--- src/rtl/avalon_mem_arbiter_if.sv ---
// Avalon-MM port bundle: one command/response channel between a master and a slave.
interface avalon_mem_arbiter_if #(
  parameter int ADDR_W = 32,
  parameter int DATA_W = 32
);
  logic [ADDR_W-1:0]   address;
  logic                read;
  logic                write;
  logic [DATA_W-1:0]   writedata;
  logic [DATA_W/8-1:0] byteenable;
  logic                waitrequest;
  logic [DATA_W-1:0]   readdata;

  modport master (
    output address, read, write, writedata, byteenable,
    input  waitrequest, readdata
  );

  modport slave (
    input  address, read, write, writedata, byteenable,
    output waitrequest, readdata
  );
endinterface

--- src/rtl/avalon_mem_arbiter.sv ---
// Two-master round-robin arbiter in front of a single Avalon-MM RAM port.
// One transfer per grant, always followed by an IDLE cycle. A granted transfer
// that stalls too long on the RAM is aborted with ERR_DATA and a sticky bus_error.
module avalon_mem_arbiter #(
  parameter int              ADDR_W   = 32,
  parameter int              DATA_W   = 32,
  parameter int              TIMEOUT  = 1023,
  parameter logic [DATA_W-1:0] ERR_DATA = DATA_W'(32'hDEADBEEF)
) (
  input  logic                 clk,
  input  logic                 reset,
  avalon_mem_arbiter_if.slave  m0,
  avalon_mem_arbiter_if.slave  m1,
  avalon_mem_arbiter_if.master s,
  output logic                 bus_error
);

  localparam int CNT_W = (TIMEOUT > 2) ? $clog2(TIMEOUT) : 1;

  typedef enum logic [1:0] {IDLE, GRANT0, GRANT1} state_t;

  state_t             state, state_nxt;
  logic               last, last_nxt;
  logic [CNT_W-1:0]   stall_cnt, stall_nxt;
  logic               bus_error_nxt;

  logic               req0, req1;
  logic               gsel, granted, abort;
  logic               g_read, g_write, g_req;
  logic [ADDR_W-1:0]  g_addr;
  logic [DATA_W-1:0]  g_wdata;
  logic [DATA_W/8-1:0] g_be;

  assign req0    = m0.read | m0.write;
  assign req1    = m1.read | m1.write;
  assign gsel    = (state == GRANT1);
  assign granted = (state != IDLE) && !reset;

  // Command mux from whichever master currently owns the bus.
  assign g_read  = gsel ? m1.read       : m0.read;
  assign g_write = gsel ? m1.write      : m0.write;
  assign g_addr  = gsel ? m1.address    : m0.address;
  assign g_wdata = gsel ? m1.writedata  : m0.writedata;
  assign g_be    = gsel ? m1.byteenable : m0.byteenable;
  assign g_req   = g_read | g_write;

  // Last permitted stall cycle: abort instead of waiting again.
  assign abort = granted && g_req && s.waitrequest &&
                 (stall_cnt == CNT_W'(TIMEOUT - 1));

  // State, round-robin pointer, stall counter and sticky error.
  always_ff @(posedge clk) begin
    if (reset) begin
      state     <= IDLE;
      last      <= 1'b1;
      stall_cnt <= '0;
      bus_error <= 1'b0;
    end else begin
      state     <= state_nxt;
      last      <= last_nxt;
      stall_cnt <= stall_nxt;
      bus_error <= bus_error_nxt;
    end
  end

  // Next-state: grant on request, release on completion, drop or timeout.
  always_comb begin
    state_nxt     = state;
    last_nxt      = last;
    stall_nxt     = '0;
    bus_error_nxt = bus_error;
    case (state)
      IDLE: begin
        if (req0 && req1)  state_nxt = last ? GRANT0 : GRANT1;
        else if (req0)     state_nxt = GRANT0;
        else if (req1)     state_nxt = GRANT1;
      end
      GRANT0, GRANT1: begin
        if (!g_req) begin
          state_nxt = IDLE;
        end else if (!s.waitrequest) begin
          state_nxt = IDLE;
          last_nxt  = gsel;
        end else if (abort) begin
          state_nxt     = IDLE;
          last_nxt      = gsel;
          bus_error_nxt = 1'b1;
        end else begin
          stall_nxt = stall_cnt + CNT_W'(1);
        end
      end
      default: state_nxt = IDLE;
    endcase
  end

  // Bus outputs: forward the owner's command, park everything else.
  // Write wins over read; an aborted transfer is withdrawn from the RAM.
  always_comb begin
    s.address      = '0;
    s.read         = 1'b0;
    s.write        = 1'b0;
    s.writedata    = '0;
    s.byteenable   = '0;
    m0.waitrequest = 1'b1;
    m0.readdata    = '0;
    m1.waitrequest = 1'b1;
    m1.readdata    = '0;
    if (granted) begin
      s.address    = g_addr;
      s.writedata  = g_wdata;
      s.byteenable = g_be;
      s.write      = g_write & ~abort;
      s.read       = g_read & ~g_write & ~abort;
      if (gsel) begin
        m1.waitrequest = abort ? 1'b0 : s.waitrequest;
        m1.readdata    = abort ? ERR_DATA : s.readdata;
      end else begin
        m0.waitrequest = abort ? 1'b0 : s.waitrequest;
        m0.readdata    = abort ? ERR_DATA : s.readdata;
      end
    end
  end

endmodule

--- src/flat_wrapper.sv ---
// flat-port wrapper written by rule: the top's interface ports become plain ports
module avalon_mem_arbiter_flat 
#(
  parameter int              ADDR_W   = 32,
  parameter int              DATA_W   = 32,
  parameter int              TIMEOUT  = 1023,
  parameter logic [DATA_W-1:0] ERR_DATA = DATA_W'(32'hDEADBEEF)
)
  (clk, reset, bus_error, m0_address, m0_read, m0_write, m0_writedata, m0_byteenable, m0_waitrequest, m0_readdata, m1_address, m1_read, m1_write, m1_writedata, m1_byteenable, m1_waitrequest, m1_readdata, s_address, s_read, s_write, s_writedata, s_byteenable, s_waitrequest, s_readdata);
  avalon_mem_arbiter_if #(.ADDR_W(ADDR_W), .DATA_W(DATA_W)) m0_i ();
  avalon_mem_arbiter_if #(.ADDR_W(ADDR_W), .DATA_W(DATA_W)) m1_i ();
  avalon_mem_arbiter_if #(.ADDR_W(ADDR_W), .DATA_W(DATA_W)) s_i ();
  input  logic clk;
  input  logic reset;
  output logic bus_error;
  input wire logic [$bits(m0_i.address)-1:0] m0_address;
  input wire logic [$bits(m0_i.read)-1:0] m0_read;
  input wire logic [$bits(m0_i.write)-1:0] m0_write;
  input wire logic [$bits(m0_i.writedata)-1:0] m0_writedata;
  input wire logic [$bits(m0_i.byteenable)-1:0] m0_byteenable;
  output wire logic [$bits(m0_i.waitrequest)-1:0] m0_waitrequest;
  output wire logic [$bits(m0_i.readdata)-1:0] m0_readdata;
  input wire logic [$bits(m1_i.address)-1:0] m1_address;
  input wire logic [$bits(m1_i.read)-1:0] m1_read;
  input wire logic [$bits(m1_i.write)-1:0] m1_write;
  input wire logic [$bits(m1_i.writedata)-1:0] m1_writedata;
  input wire logic [$bits(m1_i.byteenable)-1:0] m1_byteenable;
  output wire logic [$bits(m1_i.waitrequest)-1:0] m1_waitrequest;
  output wire logic [$bits(m1_i.readdata)-1:0] m1_readdata;
  output wire logic [$bits(s_i.address)-1:0] s_address;
  output wire logic [$bits(s_i.read)-1:0] s_read;
  output wire logic [$bits(s_i.write)-1:0] s_write;
  output wire logic [$bits(s_i.writedata)-1:0] s_writedata;
  output wire logic [$bits(s_i.byteenable)-1:0] s_byteenable;
  input wire logic [$bits(s_i.waitrequest)-1:0] s_waitrequest;
  input wire logic [$bits(s_i.readdata)-1:0] s_readdata;
  assign m0_i.address = m0_address;
  assign m0_i.read = m0_read;
  assign m0_i.write = m0_write;
  assign m0_i.writedata = m0_writedata;
  assign m0_i.byteenable = m0_byteenable;
  assign m0_waitrequest = m0_i.waitrequest;
  assign m0_readdata = m0_i.readdata;
  assign m1_i.address = m1_address;
  assign m1_i.read = m1_read;
  assign m1_i.write = m1_write;
  assign m1_i.writedata = m1_writedata;
  assign m1_i.byteenable = m1_byteenable;
  assign m1_waitrequest = m1_i.waitrequest;
  assign m1_readdata = m1_i.readdata;
  assign s_address = s_i.address;
  assign s_read = s_i.read;
  assign s_write = s_i.write;
  assign s_writedata = s_i.writedata;
  assign s_byteenable = s_i.byteenable;
  assign s_i.waitrequest = s_waitrequest;
  assign s_i.readdata = s_readdata;
  avalon_mem_arbiter #(.ADDR_W(ADDR_W), .DATA_W(DATA_W), .TIMEOUT(TIMEOUT), .ERR_DATA(ERR_DATA)) u_core (.clk(clk), .reset(reset), .m0(m0_i), .m1(m1_i), .s(s_i), .bus_error(bus_error));
endmodule
--- config.mk ---
export PLATFORM = sky130hd
export DESIGN_NAME = avalon_mem_arbiter_flat
export DESIGN_NICKNAME = d
export VERILOG_FILES = /design/src/rtl/avalon_mem_arbiter_if.sv /design/src/rtl/avalon_mem_arbiter.sv /design/src/flat_wrapper.sv
export SDC_FILE = /design/constraint.sdc
export NUM_CORES = 1
export LEC_CHECK = 0
export CAP_MARGIN = 20
export CORE_AREA = 2 2 120 122
export CTS_CLUSTER_DIAMETER = 200
export DETAILED_ROUTE_END_ITERATION = 6
export DIE_AREA = 0 0 122 124
export GPL_TIMING_DRIVEN = 0
export SLEW_MARGIN = 30
export SYNTH_ARGS = -nofsm -noshare
export SYNTH_HDL_FRONTEND = slang
export SYNTH_SLANG_ARGS = --single-unit
export TNS_END_PERCENT = 100
--- constraint.sdc ---
create_clock -name clk -period 5.85 [get_ports clk]
set_clock_uncertainty 0.2 [all_clocks]
set_input_delay 1.17 -clock clk [delete_from_list [all_inputs] [get_ports clk]]
set_output_delay 1.17 -clock clk [all_outputs]
set_load 0.02 [all_outputs]
==> results of run 1 <==
==> layer usage <==
| metal | routed length, um | vias to the layer above | global-route usage [%] |
|---|---|---|---|
| met5 | 0 | - | 0 |
| met4 | 227 | 0 | 3.74 |
| met3 | 1490 | 16 | 5.17 |
| met2 | 6910 | 198 | 29.3 |
| met1 | 4850 | 1526 | 16.0 |
| li1 | - | 1613 | - |
==> kinds of logic (layout without fill, tap and decap cells) <==
logic type,after synthesis,count (layout),share of synthesized area [%]
AO/OA/AOI/OAI,125,125,50.8
flip-flops,14,14,14.0
AND/OR/NAND/NOR,60,60,18.4
XOR/XNOR,8,8,3.49
multiplexers,4,4,1.99
adder cells (fa/ha/maj),4,4,2.49
buffers and inverters,37,352,8.78
==> per-stage QoR <==
| step | area, um^2 | setup slack [ps] |
|---|---|---|
| floorplan | 2010 | 2140 |
| global placement | 5350 | 257 |
| detailed placement | 5350 | 222 |
| CTS | 5440 | 215 |
| global route | 5440 | 56.5 |
| finish | 5440 | 303 |
==> state kept, by name (all words and copies together) (netlist names) <==
name              flops
u_core.bus_error      1
u_core.state          2
u_core.last           1
u_core.stall_cnt     10
==> power by group <==
group	internal (uW)	leakage, uW	total (uW)	switching [uW]
clock	104	0.0000442	145	41.6
sequential	99.9	0.000113	103	3.11
combinational	302	0.00189	548	246
total	506	0.00205	797	291
==> layout make-up <==
class / count / area share [%]
plain buffers: 31 / 2.83
clock buffers: 4 / 1.63
inverters: 6 / 0.414
multi-input cells: 201 / 28.5
flip-flops and latches: 14 / 5.16
well taps: 180 / 4.14
repair buffers: 311 / 57.3
==> worst paths after layout <==
kind,start,endpoint,slack [ps],depth (start not counted)
setup / recovery,reset,m0_readdata[22],300,7
hold / removal,u_core.bus_error$_SDFFE_PP0P_,u_core.bus_error$_SDFFE_PP0P_,280,1
setup reg to reg,u_core.state[0]$_SDFFE_PP0P_,u_core.stall_cnt[9]$_SDFF_PP0_,3760,7
hold reg to reg,u_core.bus_error$_SDFFE_PP0P_,u_core.bus_error$_SDFFE_PP0P_,280,1
==> synth_stat cells, types with 2 or more instances <==
master	number	area [um^2]
a22o_1	68	596
and3_1	18	113
and4_1	2	17.5
buf_2	17	85.1
buf_6	2	22.5
clkbuf_1	11	41.3
dfxtp_1	14	280
ha_1	4	50.1
inv_1	6	22.5
mux2i_1	4	40.0
nand2_1	5	18.8
nand2b_1	3	18.8
nand3_1	3	15.0
nand4_1	2	12.5
nor2_1	5	18.8
nor2_2	10	62.6
nor3_1	3	15.0
nor4_1	2	12.5
o21a_1	48	360
o21ai_0	2	10.0
xnor2_1	2	17.5
xor2_1	6	52.6
==> summary.md, run 1 <==
| Metric | Value |
|---|---|
| Syn nets | 431 |
| Least-Margin Pin Slew | 702 ps |
| CP endpoint kind | output pin |
| Post-Syn Instances | 252 |
| Worst VDD drop | 0.0803 mV |
| CTS tree | yes |
| Power density over the cells | 147 nW/um^2 |
| Worst hold path class | reg -> reg |
| Post-synthesis register bit count | 14 |
| Final Core Density | 39.6% |
| Setup TNS | 0 ps |
| Hpwl dp | 11500 um |
| Gr ovfl total | 0 |
| I/O pin total | 312 |
| Non-filler cells, final | 747 |
| Dpl cells | 743 |
| Post-synth design cell area | 2010 um^2 |
| CTS Buffer Depth | 2 |
| Top cell by count, worst path | clkbuf_1 |
| CP Buf/Inv Count | 5 |
| GPL Wtd Cong | 0.772 |
| CP max-delay cell | clkdlybuf4s50_1 |
| Sequential share of the synthesized area | 14.0% |
| RSZ-0062 raised after global routing | false |
| Die width | 122 um |
| CP Launch Type | primary input |
| Final worst-path cycle share | 94.8% |
| Gr usage total | 15.3% |
| Most frequent cells in the layout | clkdlybuf4s50_1, a22o_1, o21a_1 |
| Global-route wire length before repair | 18100 um |
| Post-route ant nets | 0 |
| Inserted Clock Buffers | 3 |
| CP Max Fanout | 10 |
| Setup repair bufs after CTS | 0 |
| Vias in the first global route | 3386 |
| Status | completed |
| CTS Sinks | 14 |
| Distinct cells, synth | 37 |
| Crit Path Class | in -> out |
| Reg clk slew, reported paths | 50 ps |
| Initial antenna violation count | 0 |
| Leak | 0.00205 uW |
| Hold Vio Cnt, Final | 0 |
| Resized Gates After CTS | 0 |
| Die Height | 124 um |
| Max-slew violations | 0 |
| Fillcell total | 1379 |
| Flip-flop and latch area | 280 um^2 |
| Fin crit period | 5550 ps |
| Nets | 747 |
| Largest net degree at the start of global routing | 11 |
| Worst skew pair latency | 250 ps |
| Syn_area_per_cell | 7.97 um^2 |
| CTS Hold Bufs | 0 |
| DR WL/cell | 18.0 um |
| Ant. Diodes | 0 |
| Share of layout cells above drive strength 1 | 6.53% |
| Worst hold margin | 283 ps |
| Max_cap viols | 0 |
| Die area | 15100 um^2 |
| Worst endpoint required time | 4480 ps |
| Via/cell ratio | 4.49 |
| Starting Density | 14.6% |
| CP top delay family | buffers and inverters |
| Main synth FF type | dfxtp_1 |
| Most common cell after layout, fill and taps aside | clkdlybuf4s50_1 |
| Area delta synth->final | 171% |
| Worst Path Arrival | 4180 ps |
| Crit path largest cell delay | 620 ps |
| Crit path cell chain | clkdlybuf4s50_1 -> clkbuf_1 -> nor3_1 -> clkbuf_1 -> clkbuf_1 -> and3_1 -> clkdlybuf4s50_1 |
| DRT iter0 DRCs | 104 |
| Tot Pwr | 797 uW |
| Max Freq | 180 MHz |
| Slew headroom | 53.2% |
| Iteration count of the initial detailed-routing pass | 4 |
| Root Driver | clkbuf_16 |
| Rows | 43 |
| Core area | 13700 um^2 |
| Drt total wl | 13500 um |
| DR DRC count | 0 |
| Asr flop ratio synth | 0% |
| Multi-input gate area | 1550 um^2 |
| IO buf count | 311 |
| H-tree levels | 1 |
| Total number of yosys warnings | 0 |
| EDFF count, synth | 0 |
| DR vias | 3353 |
| Final setup viols | 0 |
Power figures use the tool's default switching activity.
==> inputs of run 2 (changes only) <==
--- a/constraint.sdc
+++ b/constraint.sdc
@@ -4,2 +4,2 @@
 set_output_delay 1.17 -clock clk [all_outputs]
-set_load 0.02 [all_outputs]
+set_load 0.01 [all_outputs]
==> results of run 2 <==
Same layout as run 1 (identical final DEF). Status: completed.
Among the figures that moved: setup slack after placement 222 ps -> 290 ps; setup slack after layout 303 ps -> 371 ps; total power 797 uW -> 739 uW; worst IR drop on VDD 0.0803 mV -> 0.0801 mV
==> inputs of run 3 (changes only) <==
- CTS_CLUSTER_SIZE: default -> 40
- SLEW_MARGIN: 30 -> default
==> results of run 3 <==
Same layout as run 1 (identical final DEF). Status: completed.
Among the figures that moved: setup slack after placement 222 ps -> 290 ps; setup slack after layout 303 ps -> 371 ps; total power 797 uW -> 739 uW; worst IR drop on VDD 0.0803 mV -> 0.0801 mV
